File: config.mk
export PLATFORM = sky130hd
export DESIGN_NAME = timeout_scheduler
export DESIGN_NICKNAME = d
export VERILOG_FILES = /design/src/rtl/timeout_scheduler.sv
export SDC_FILE = /design/constraint.sdc
export NUM_CORES = 1
export LEC_CHECK = 0
export CORE_AREA = 2 2 58 60
export CTS_CLUSTER_SIZE = 14
export DETAILED_ROUTE_END_ITERATION = 7
export DIE_AREA = 0 0 60 62
export GPL_TIMING_DRIVEN = 1
export PLACE_DENSITY = 0.59
export SLEW_MARGIN = 10
export SYNTH_ARGS = -nofsm -noshare
export SYNTH_HDL_FRONTEND = slang
export SYNTH_SLANG_ARGS = --single-unit
File: constraint.sdc
create_clock -name clk -period 2.62 [get_ports clk]
set_clock_uncertainty 0.15 [all_clocks]
set_input_delay 0.524 -clock clk [delete_from_list [all_inputs] [get_ports clk]]
set_output_delay 0.524 -clock clk [all_outputs]
set_load 0.005 [all_outputs]
File: src/rtl/timeout_scheduler.sv
// timeout_scheduler: round-robin sharing of one wrapping timeout counter among N requesters
module timeout_scheduler #(
  parameter int N       = 4,
  parameter int IDX_W   = 2,
  parameter int W       = 3,
  parameter int TIMEOUT = 6,
  parameter int ZERO    = 0
) (
  input  logic             clk,
  input  logic             rst,
  input  logic [N-1:0]     req,
  input  logic             tick,
  output logic [N-1:0]     gnt,
  output logic [IDX_W-1:0] owner,
  output logic             busy,
  output logic [W-1:0]     time_val,
  output logic [N-1:0]     timeout
);
  typedef enum logic [1:0] {IDLE, COUNT, RELEASE} state_t;
  state_t state, state_n;
  logic [IDX_W-1:0] last, last_n, owner_n, sel, cand;
  logic [N-1:0] gnt_n, timeout_n;
  logic [W-1:0] time_n;
  logic found;
  assign busy = state == COUNT;
  // first requester after the last served one, wrapping modulo N
  always_comb begin
    sel = '0;
    found = 1'b0;
    cand = '0;
    for (int k = 1; k <= N; k++) begin
      cand = IDX_W'((int'(last) + k) % N);
      if (!found && req[cand]) begin
        sel = cand;
        found = 1'b1;
      end
    end
  end
  // next state: grant in IDLE, abort before expiry in COUNT, single-cycle RELEASE
  always_comb begin
    state_n = state;
    gnt_n = gnt;
    owner_n = owner;
    time_n = time_val;
    timeout_n = '0;
    last_n = last;
    case (state)
      IDLE: if (found) begin
        gnt_n = N'(1) << sel;
        owner_n = sel;
        time_n = W'(ZERO);
        state_n = COUNT;
      end
      COUNT: if (!req[owner]) begin
        gnt_n = '0;
        time_n = W'(ZERO);
        last_n = owner;
        state_n = IDLE;
      end else if (tick && time_val != W'(TIMEOUT)) begin
        time_n = time_val + 1'b1;
      end else if (tick) begin
        time_n = W'(ZERO);
        timeout_n = N'(1) << owner;
        gnt_n = '0;
        last_n = owner;
        state_n = RELEASE;
      end
      default: state_n = IDLE;
    endcase
  end
  // state and output registers, cleared immediately by reset
  always_ff @(posedge clk or posedge rst) begin
    if (rst) begin
      state <= IDLE;
      gnt <= '0;
      owner <= '0;
      time_val <= W'(ZERO);
      timeout <= '0;
      last <= IDX_W'(N - 1);
    end else begin
      state <= state_n;
      gnt <= gnt_n;
      owner <= owner_n;
      time_val <= time_n;
      timeout <= timeout_n;
      last <= last_n;
    end
  end
endmodule

### After elaboration in Yosys (flattened, before gate mapping)

Index checks and enable logic that the tools add are counted.

* flip-flop bits (word level): 17
* input bits: 7

* add/subtract/negate cells: 5
* $lt $le $gt $ge: 5
* eq/ne operators: 8
* shifts and indexed selects: 2
* muxes and demuxes: 40
* reductions and logical operators: 14

Operators with widths (number)
* $mux 4: 8
* $mux 2: 11
* $lt 2x3->1 const B: 5
* $mux 3: 4
* $bmux 1 s2: 5
* $mux 1: 9
* $ne 3x3->1 const B: 3
* $reduce_and 3->1: 3
* $pmux 4 s2: 1
* $shl 1x2->4 const A: 2
* $ne 2x2->1 const B: 3
* $pmux 3 s2: 1
* $add 2x1->2 const B: 2
* $add 2x2->2 const B: 2
* $logic_and 1x1->1: 4
* $ne 4x3->1 const B: 1
* $pmux 2 s2: 1
* $reduce_and 4->1: 1
* $add 3x1->3 const B: 1
* $logic_not 1->1: 3
* $eq 2x1->1 const B: 1
* $logic_not 2->1: 1
* $reduce_and 2->1: 1
* $reduce_bool 2->1: 1

### Logic depth before layout (Yosys ltp)

Gate-level depths: netlist (run 1).

* depth after elaboration: 16
* mapped depth: 6

### Worst setup path before layout (run 1)

OpenSTA, ideal clock, no wires.

* kind: input -> register
* start point: in req[3]
* end point: reg gnt[0]
* library setup time: 0.121 ns
* data arrival time: 1.652 ns
* setup slack: 0.697 ns
* stages on the path: 4
* path buffers: 0
* cells stage by stage: mux4_2 a31oi_4 o211ai_2 a22o_1

* longest elaborated chain between the ends: 15

RTL lines
* start: declaration: line 11 `input logic [N-1:0] req,`
* $bmux 1 s2: line 33 `if (!found && req[cand]) begin`
* $mux 1 (implied by the code): line 33
* $mux 1: line 33
* $logic_not 1->1: line 33
* $logic_and 1x1->1: line 33
* $mux 1: line 33
* $logic_not 1->1: line 33
* $logic_and 1x1->1: line 33
* $mux 1: line 33
* $logic_not 1->1: line 33
* $logic_and 1x1->1: line 33
* $mux 2: line 33
* $shl 1x2->4: line 49 `gnt_n = N'(1) << sel;`
* $mux 4: line 48 `IDLE: if (found) begin`
* $pmux 4 s2: line 47 `case (state)`
* end signal: assignment: line 82 `gnt <= gnt_n;`
* end: declaration: line 13 `output logic [N-1:0] gnt,`

Several ways; a longest one is shown, not always the timed one. The select of a mux whose other input is x is not followed.
A chain may end at the register's enable or synchronous reset.

### Worst setup path after layout (run 1)

* start point: in req[2]
* end point: reg gnt[1]

Same word-level chain as after synthesis.

==> impl_metrics.env, run 1 <==
export IMPL_cts_buffers=3
export IMPL_antenna_diode_count=0
export IMPL_postSynthAreaPerCell_um2=10.89
export IMPL_setup_worst_path_start_class="primary input"
export IMPL_hp_class="flip-flop to flip-flop"
export IMPL_synth_area_top_cells="sky130_fd_sc_hd__dfrtp_1, sky130_fd_sc_hd__dfstp_2, sky130_fd_sc_hd__nand2_1"
export IMPL_timing_max_cap_violations=0
export IMPL_layout_drive_gt1_share_pct=20.91
export IMPL_clock_tree_buffer_depth=2
export IMPL_pin_count_of_the_biggest_net_entering_global_routing=18
export IMPL_postCtsSetupBuffers=0
export IMPL_max_clock_freq_mhz=448.7
export IMPL_timing_max_slew_rel_slack_pct=56.95
export IMPL_asyncSetResetFlopFracSynth_pct=100.0
export IMPL_finalHoldViolations=0
export IMPL_criticalPathCategory="primary input to flip-flop"
export IMPL_number_of_remaining_drc_errors=0
export IMPL_post_cts_resized=0
export IMPL_drtPass1Iterations=4
export IMPL_drt_initial_drc_count=23
export IMPL_power_density_mw_per_mm2=856.8
export IMPL_post_synthesis_to_final_layout_area_growth_pct=35.15
export IMPL_ctsHoldBuffers=0
export IMPL_die_h_um=62
export IMPL_cts_root_buffer="sky130_fd_sc_hd__clkbuf_4"
export IMPL_drv_slew=0
export IMPL_rsz0062_at_grt="false"
export IMPL_max_vdd_ir_drop_uv=298.0
export IMPL_synth_top_cell_area_share_pct=42.02
export IMPL_gp_congestion=0.7634
export IMPL_period_needed_ps=2228
export IMPL_mappedNetlistArea_um2=893.4
export IMPL_critPathRequiredTime_ps=2650
export IMPL_globalRouteMet2Util_pct=17.39
export IMPL_cts_htree_levels=1
export IMPL_detail_route_antenna_nets=0
export IMPL_grt_util_met1_pct=15.04
export IMPL_worstMarginPinSlew_ps=645.1
export IMPL_p_leak_uw=0.0005142
export IMPL_drt_wl_total_um=1878
export IMPL_placed_cells=152
export IMPL_clk_insertion_delay_late_ps=280
export IMPL_finalSetupViolations=0
export IMPL_setup_tns_ps=0
export IMPL_wl_per_cell_um=12.04
export IMPL_grt_util_met3_pct=2.070
export IMPL_cts_sinks=17
export IMPL_worstPathMaxFanout=7
export IMPL_synth_top_cells_by_count="sky130_fd_sc_hd__dfrtp_1, sky130_fd_sc_hd__nand2_1, sky130_fd_sc_hd__inv_1, sky130_fd_sc_hd__nor2_1"
export IMPL_vias_per_cell=4.647
export IMPL_fillerInstances=323
export IMPL_synth_yosys_seq_area_share_pct=47.90
export IMPL_placed_wire_length_estimate_after_detailed_placement_um=1430
export IMPL_ys_dominant_reg_cell="sky130_fd_sc_hd__dfrtp_1"
export IMPL_synth_largest_area_cell="sky130_fd_sc_hd__dfrtp_1"
export IMPL_grt_util_all_layers_pct=11.35
export IMPL_dr_total_vias=725
export IMPL_postSynthNetCount=91
export IMPL_number_of_primary_i_o_pins=21
export IMPL_floorplan_rows=21
export IMPL_holdWs_ps=362.4
export IMPL_worst_endpoint_arrival_ps=2260
export IMPL_edff_count_synth=0
export IMPL_antenna_found_initial=0
export IMPL_regArea_um2=427.9
export IMPL_fin_crit_sh_pct=85.06
export IMPL_yosysUniqueCellTypes=34
export IMPL_start_util_pct=28.10
export IMPL_die_width_um=60
export IMPL_grt_busiest_layer="met2"
export IMPL_design_final_nets=120
export IMPL_dieArea_mm2=0.003720
export IMPL_syn_inst=82
export IMPL_first_global_vias=678
export IMPL_std_cell_core_area_mm2=0.003179
export IMPL_ys_ff_latch=17
export IMPL_grt_overflow_total=0
export IMPL_clk_pin_slew_worst_paths_ps=100
export IMPL_synthesis_yosys_warnings=0
export IMPL_outcome="completed"
export IMPL_multiInputGateArea_um2=434.2
export IMPL_grt_pass1_wl_um=3070
export IMPL_synth_most_common_cell="sky130_fd_sc_hd__dfrtp_1"
export IMPL_tritoncts="built"
export IMPL_final_cells=156
export IMPL_type_of_element_capturing_the_critical_path="flip-flop"
export IMPL_buffer_ports_inserted=20
[metrics by stage]
stage	utilization [%]	cell area (µm²)	total power (µW)	setup slack [ps]
global placement	37.15	1181	899.3	107.3
global route	37.98	1207	1113	311.5
floorplan	-	893.4	696.6	696.6
finish	37.98	1207	1035	391.5
CTS	37.98	1207	1050	398.3
detailed placement	37.15	1181	905.2	80.04
[sequential cells by signal, indices dropped and copies added, names as in the netlist]
register,cells
owner,2
time_val,3
timeout,4
gnt,4
state,2
last,2
[cell type report]
cell class / instances / share of cell area [%]
flip-flops and latches: 17 / 35.44
repair buffers: 24 / 19.07
clock buffers: 4 / 2.176
multi-input cells: 57 / 35.96
well taps: 46 / 4.767
inverters: 8 / 2.591
[worst paths after layout]
| kind | start | endpoint | slack (ps) | cells past startpoint |
|---|---|---|---|---|
| min in group asynchronous | rst | time_val[0] | 470 | 2 |
| max reg2reg | owner[0] | gnt[1] | 580 | 4 |
| min | gnt[2] | gnt[2] | 360 | 1 |
| min reg2reg | gnt[2] | gnt[2] | 360 | 1 |
| max | req[2] | gnt[1] | 390 | 5 |
| max in group asynchronous | rst | timeout[0] | 1440 | 2 |
[placed cells by master (no fill, tap or decap), types with 2 or more instances in the layout]
cell type	synthesis	final
sky130_fd_sc_hd__a211oi_1	2	2
sky130_fd_sc_hd__a21oi_1	4	4
sky130_fd_sc_hd__a22o_1	2	2
sky130_fd_sc_hd__buf_4	0	4
sky130_fd_sc_hd__clkbuf_4	0	3
sky130_fd_sc_hd__clkdlybuf4s50_1	0	20
sky130_fd_sc_hd__dfrtp_1	15	15
sky130_fd_sc_hd__dfstp_2	2	2
sky130_fd_sc_hd__ha_1	2	2
sky130_fd_sc_hd__inv_1	7	7
sky130_fd_sc_hd__mux2_2	2	2
sky130_fd_sc_hd__nand2_1	8	8
sky130_fd_sc_hd__nand2b_1	4	4
sky130_fd_sc_hd__nand3_1	2	2
sky130_fd_sc_hd__nor2_1	5	5
sky130_fd_sc_hd__nor3_1	2	2
sky130_fd_sc_hd__o21ai_0	3	3
sky130_fd_sc_hd__o2bb2ai_1	3	3
[power breakdown]
group | switching, µW | leakage, µW | total, µW | internal (µW)
combinational | 205 | 0.000278 | 452 | 248
clock | 78.8 | 0.0000150 | 138 | 59.1
sequential | 93.4 | 0.000221 | 444 | 351
[worst max-delay path, cell delays in order]
cell,delay [ps]
sky130_fd_sc_hd__clkdlybuf4s50_1,500
sky130_fd_sc_hd__mux4_2,600
sky130_fd_sc_hd__a31oi_4,240
sky130_fd_sc_hd__o211ai_2,150
sky130_fd_sc_hd__a22o_1,250
[metal layers]
metal  part of all wire, %  wire (µm)  up-vias
li1                      -          -      355
met1                    49        926      350
met2                    45        854       18
met3                   3.6         68        2
met4                   1.4         27        0
met5                     0          0        -
[cells by family (layout without fill, tap and decap cells)]
| kind of cell | after synthesis | in the layout | synth area share, % |
|---|---|---|---|
| mux | 3 | 3 | 5.042 |
| buf+inv | 8 | 36 | 3.501 |
| simple gates | 31 | 31 | 21.01 |
| compound gates | 21 | 21 | 19.75 |
| fa+ha+maj | 2 | 2 | 2.801 |
| flops | 17 | 17 | 47.90 |
Note: power is estimated with default switching activity, not from simulation.
==> run 2: changes to the inputs <==
Settings changed: SETUP_SLACK_MARGIN from default to 0.4.
Clock period 2.62 ns to 2.7 ns, I/O delays scaled along.
==> impl_metrics.env, run 2 (synthesis gave the netlist of run 1 again) <==
export IMPL_outcome="completed"
export IMPL_clock_tree_buffer_depth=2
export IMPL_layout_drive_gt1_share_pct=22.02
export IMPL_number_of_primary_i_o_pins=21
export IMPL_post_cts_resized=0
export IMPL_number_of_remaining_drc_errors=0
export IMPL_placed_wire_length_estimate_after_detailed_placement_um=1533
export IMPL_die_width_um=60
export IMPL_p_leak_uw=0.0005279
export IMPL_cts_root_buffer="sky130_fd_sc_hd__clkbuf_4"
export IMPL_clk_insertion_delay_late_ps=290
export IMPL_max_clock_freq_mhz=448.9
export IMPL_setup_worst_path_start_class="primary input"
export IMPL_design_final_nets=119
export IMPL_dieArea_mm2=0.003720
export IMPL_drv_slew=0
export IMPL_antenna_diode_count=0
export IMPL_die_h_um=62
export IMPL_holdPathStages=1
export IMPL_drt_wl_total_um=1975
export IMPL_pin_count_of_the_biggest_net_entering_global_routing=18
export IMPL_reg_top3="gnt (4), timeout (4), time_val (3)"
export IMPL_setup_tns_ps=0
export IMPL_holdWs_ps=359.7
export IMPL_fin_crit_sh_pct=82.51
export IMPL_wl_per_cell_um=12.74
export IMPL_dr_total_vias=723
export IMPL_hp_class="flip-flop to flip-flop"
export IMPL_max_vdd_ir_drop_uv=215.8
export IMPL_post_synthesis_to_final_layout_area_growth_pct=35.85
export IMPL_multiInputGateArea_um2=441.7
export IMPL_finalHoldViolations=0
export IMPL_period_needed_ps=2228
export IMPL_layout_setup_ws_ps=472.2
export IMPL_critPathRequiredTime_ps=2740
export IMPL_antenna_found_initial=0
export IMPL_worstMarginPinSlew_ps=635.9
export IMPL_timing_max_cap_violations=0
export IMPL_mostFrequentLayoutCells="sky130_fd_sc_hd__clkdlybuf4s50_1, sky130_fd_sc_hd__dfrtp_1, sky130_fd_sc_hd__nand2_1, sky130_fd_sc_hd__inv_1, sky130_fd_sc_hd__nor2_1"
export IMPL_drt_initial_drc_count=26
export IMPL_reg2regPathDepth=4
export IMPL_power_density_mw_per_mm2=846.3
export IMPL_worst_endpoint_arrival_ps=2270
export IMPL_finalSetupViolations=0
export IMPL_clk_pin_slew_worst_paths_ps=100
export IMPL_grt_util_all_layers_pct=12.45
export IMPL_cts_sinks=17
export IMPL_drtPass1Iterations=3
export IMPL_timing_max_slew_rel_slack_pct=57.56
export IMPL_detail_route_antenna_nets=0
export IMPL_type_of_element_capturing_the_critical_path="flip-flop"
export IMPL_vias_per_cell=4.665
export IMPL_grt_pass1_wl_um=3325
export IMPL_grt_overflow_total=0
export IMPL_postCtsSetupBuffers=0
export IMPL_worstPathMaxFanout=5
export IMPL_mostFrequentLayoutCell="sky130_fd_sc_hd__clkdlybuf4s50_1"
export IMPL_post_place_ws_ps=113.5
export IMPL_cts_htree_levels=1
export IMPL_tritoncts="built"
export IMPL_rsz0062_at_grt="false"
export IMPL_fillerInstances=325
export IMPL_cts_buffers=3
export IMPL_start_util_pct=28.10
export IMPL_gp_congestion=0.7735
export IMPL_ctsHoldBuffers=0
export IMPL_regArea_um2=429.2
export IMPL_std_cell_core_area_mm2=0.003179
export IMPL_floorplan_rows=21
export IMPL_buffer_ports_inserted=20
export IMPL_criticalPathCategory="primary input to flip-flop"
export IMPL_totalPowerFinal_uw=1027
export IMPL_first_global_vias=743
[run 2: changes by cell type in the layout (fill, tap and decap cells not counted)]
| cell | change |
|---|---|
| sky130_fd_sc_hd__dfrtp_1 | -1 |
| sky130_fd_sc_hd__dlymetal6s2s_1 | +2 |
| sky130_fd_sc_hd__buf_4 | -1 |
| sky130_fd_sc_hd__nand2b_1 | -1 |
| sky130_fd_sc_hd__clkdlybuf4s50_1 | -2 |
| sky130_fd_sc_hd__dfrtp_2 | +1 |
| sky130_fd_sc_hd__nand2b_4 | +1 |
[run 2: area by class of cell]
cell class | instances | share of cell area, %
inverters | 8 | 2.577
flip-flops and latches | 17 | 35.36
well taps | 46 | 4.742
repair buffers | 23 | 18.76
multi-input cells | 57 | 36.39
clock buffers | 4 | 2.165
[run 2: per-layer routing]
layer  wire [µm]  GRT usage [%]  share of wire [%]  vias to the layer above
met4          45          8.571                2.3                        0
met3          97          2.899                4.9                        4
met1         851          13.88                 43                      348
li1            -              -                  -                      355
met2         981          21.12                 50                       16
met5           0              0                  0                        -
[run 2: critical path, stage by stage]
cell and delay [ps]:
sky130_fd_sc_hd__clkdlybuf4s50_1 480, sky130_fd_sc_hd__mux4_2 600, sky130_fd_sc_hd__a31oi_4 230, sky130_fd_sc_hd__o211ai_2 160, sky130_fd_sc_hd__a22o_1 260
[run 2: power breakdown]
| part | internal, µW | total [µW] | switching, µW |
|---|---|---|---|
| registers | 342 | 441 | 98.5 |
| clock network | 57.5 | 139 | 81.9 |
| logic | 244 | 447 | 204 |
[run 2: through the flow]
step | utilization, % | cell area (µm²) | cells
global route | 38.17 | 1214 | 155
finish | 38.17 | 1214 | 155
detailed placement | 36.91 | 1174 | 151
floorplan | - | 893.4 | 82
global placement | 36.91 | 1174 | 151
CTS | 37.74 | 1200 | 155
[run 2: final timing paths]
check / to / startpoint / slack, ps
min in group asynchronous: time_val[0] / rst / 470
min reg2reg: gnt[3] / gnt[3] / 360
min: gnt[3] / gnt[3] / 360
max reg2reg: gnt[0] / owner[0] / 660
max in group asynchronous: state[0] / rst / 1490
max: gnt[0] / req[3] / 470
==> run 3: changes to the inputs <==
Clock period 2.7 ns to 2.19 ns, I/O delays scaled along.
==> impl_metrics.env, run 3 (synthesis gave the netlist of run 1 again) <==
export IMPL_reg2regPathDepth=4
export IMPL_finalSetupViolations=0
export IMPL_criticalPathCategory="flip-flop to flip-flop"
export IMPL_clk_insertion_delay_late_ps=290
export IMPL_timing_max_slew_rel_slack_pct=77.06
export IMPL_wl_per_cell_um=13.44
export IMPL_pin_count_of_the_biggest_net_entering_global_routing=11
export IMPL_timing_max_cap_violations=0
export IMPL_gp_congestion=0.8671
export IMPL_start_util_pct=28.10
export IMPL_worst_endpoint_arrival_ps=1940
export IMPL_setup_tns_ps=0
export IMPL_number_of_remaining_drc_errors=0
export IMPL_drtPass1Iterations=4
export IMPL_design_final_nets=138
export IMPL_die_h_um=62
export IMPL_number_of_primary_i_o_pins=21
export IMPL_grt_pass1_wl_um=3684
export IMPL_dr_total_vias=822
export IMPL_clock_tree_buffer_depth=2
export IMPL_std_cell_core_area_mm2=0.003179
export IMPL_grt_overflow_total=0
export IMPL_max_vdd_ir_drop_uv=341.1
export IMPL_placed_wire_length_estimate_after_detailed_placement_um=1673
export IMPL_outcome="completed"
export IMPL_totalPowerFinal_uw=1509
export IMPL_drt_wl_total_um=2339
export IMPL_max_clock_freq_mhz=523.4
export IMPL_detail_route_antenna_nets=0
export IMPL_grt_util_all_layers_pct=13.48
export IMPL_drv_slew=0
export IMPL_cts_buffers=3
export IMPL_cts_htree_levels=1
export IMPL_dieArea_mm2=0.003720
export IMPL_antenna_diode_count=0
export IMPL_vias_per_cell=4.724
export IMPL_clk_pin_slew_worst_paths_ps=110
export IMPL_worstPathMaxFanout=3
export IMPL_period_needed_ps=1911
export IMPL_first_global_vias=819
export IMPL_power_density_mw_per_mm2=1073
export IMPL_mostFrequentLayoutCell="sky130_fd_sc_hd__buf_4"
export IMPL_p_leak_uw=0.0006833
export IMPL_cts_root_buffer="sky130_fd_sc_hd__clkbuf_4"
export IMPL_worstMarginPinSlew_ps=343.7
export IMPL_postLayoutCoreUtil_pct=44.23
export IMPL_reg_top3="gnt (4), timeout (4), time_val (3)"
export IMPL_drt_initial_drc_count=14
export IMPL_floorplan_rows=21
export IMPL_critPathRequiredTime_ps=2220
export IMPL_layout_setup_ws_ps=279.4
export IMPL_post_synthesis_to_final_layout_area_growth_pct=57.42
export IMPL_fin_crit_sh_pct=87.24
export IMPL_buffer_ports_inserted=20
export IMPL_r2r_start="owner[0]"
export IMPL_finalHoldViolations=0
export IMPL_tritoncts="built"
export IMPL_mostFrequentLayoutCells="sky130_fd_sc_hd__buf_4, sky130_fd_sc_hd__dfrtp_1, sky130_fd_sc_hd__clkdlybuf4s50_1"
export IMPL_type_of_element_capturing_the_critical_path="flip-flop"
export IMPL_hp_class="primary input to async pin"
export IMPL_rsz0062_at_grt="true"
export IMPL_post_place_ws_ps=-172.5
export IMPL_antenna_found_initial=0
export IMPL_reg_to_reg_endpoint="time_val[2]"
export IMPL_critPathLaunch="owner[0]"
export IMPL_setup_reg_to_reg_worst_slack_ps=280
export IMPL_layout_drive_gt1_share_pct=39.84
export IMPL_setup_worst_path_start_class="flip-flop"
export IMPL_cts_sinks=17
export IMPL_die_width_um=60
## run 3: cell count changes in the layout (fill, tap and decap cells not counted), sizes merged
cell           delta
clkbuf            -1
clkdlybuf4s15     +1
dlymetal6s2s      +1
buf              +19
clkinv            +1
clkdlybuf4s50     -9
dlygate4sd2       +7
## run 3: how the worst max path moves through the flow
stage	endpoint	depth (start not counted)
2_1_floorplan	time_val[2]	4
3_3_place_gp	gnt[0]	5
3_5_place_dp	gnt[0]	5
4_1_cts	owner[0]	2
5_1_grt	gnt[0]	4
6_report	time_val[2]	4
## run 3: metrics by stage
step                      cells  area [µm²]  hold WS (ps)
after global placement      158        1227         338.6
after floorplan              82       894.6         212.5
after global routing        174        1406         269.6
after CTS                   169        1340         257.3
after detailed placement    158        1227         323.3
final                       174        1406         254.1
## run 3: metal layers
metal | track usage [%] | up-vias | part of all wire, %
met5 | 0 | - | 0
met2 | 22.67 | 17 | 50
met3 | 2.692 | 2 | 2.9
met1 | 17.03 | 410 | 46
met4 | 5.397 | 0 | 1.1
li1 | - | 393 | -
## run 3: layout make-up
type / instances / area, µm²
Sequential cell: 17 / 430.4
Inverter: 8 / 31.28
Fill cell: 307 / 1773
Multi-Input combinational cell: 57 / 479.2
Tap cell: 46 / 57.56
Timing Repair Buffer: 42 / 380.4
Clock buffer: 3 / 22.52
Clock inverter: 1 / 5.005
## run 3: worst max-delay path: stages (launching register included)
cell and delay (ps):
sky130_fd_sc_hd__dfrtp_2 400, sky130_fd_sc_hd__mux4_2 580, sky130_fd_sc_hd__a31oi_4 240, sky130_fd_sc_hd__nor2_1 70, sky130_fd_sc_hd__or3_1 370
## run 3: where the power goes
part,switching [µW],internal [µW],total [µW],leakage (µW)
sequential,85.7,424,510,0.000219
combinational,355,471,827,0.000446
clock,105,67.9,173,0.0000177
total,546,963,1510,0.000683
## run 3: what timing repair did
action                                  in CTS  in global routing
gates resized for setup                     16                  9
hold endpoints to repair                     0                  0
hold buffers                                 0                  0
buffers inserted                             7                  5
pin swaps                                    7                  2
endpoints found under the setup margin      18                 16
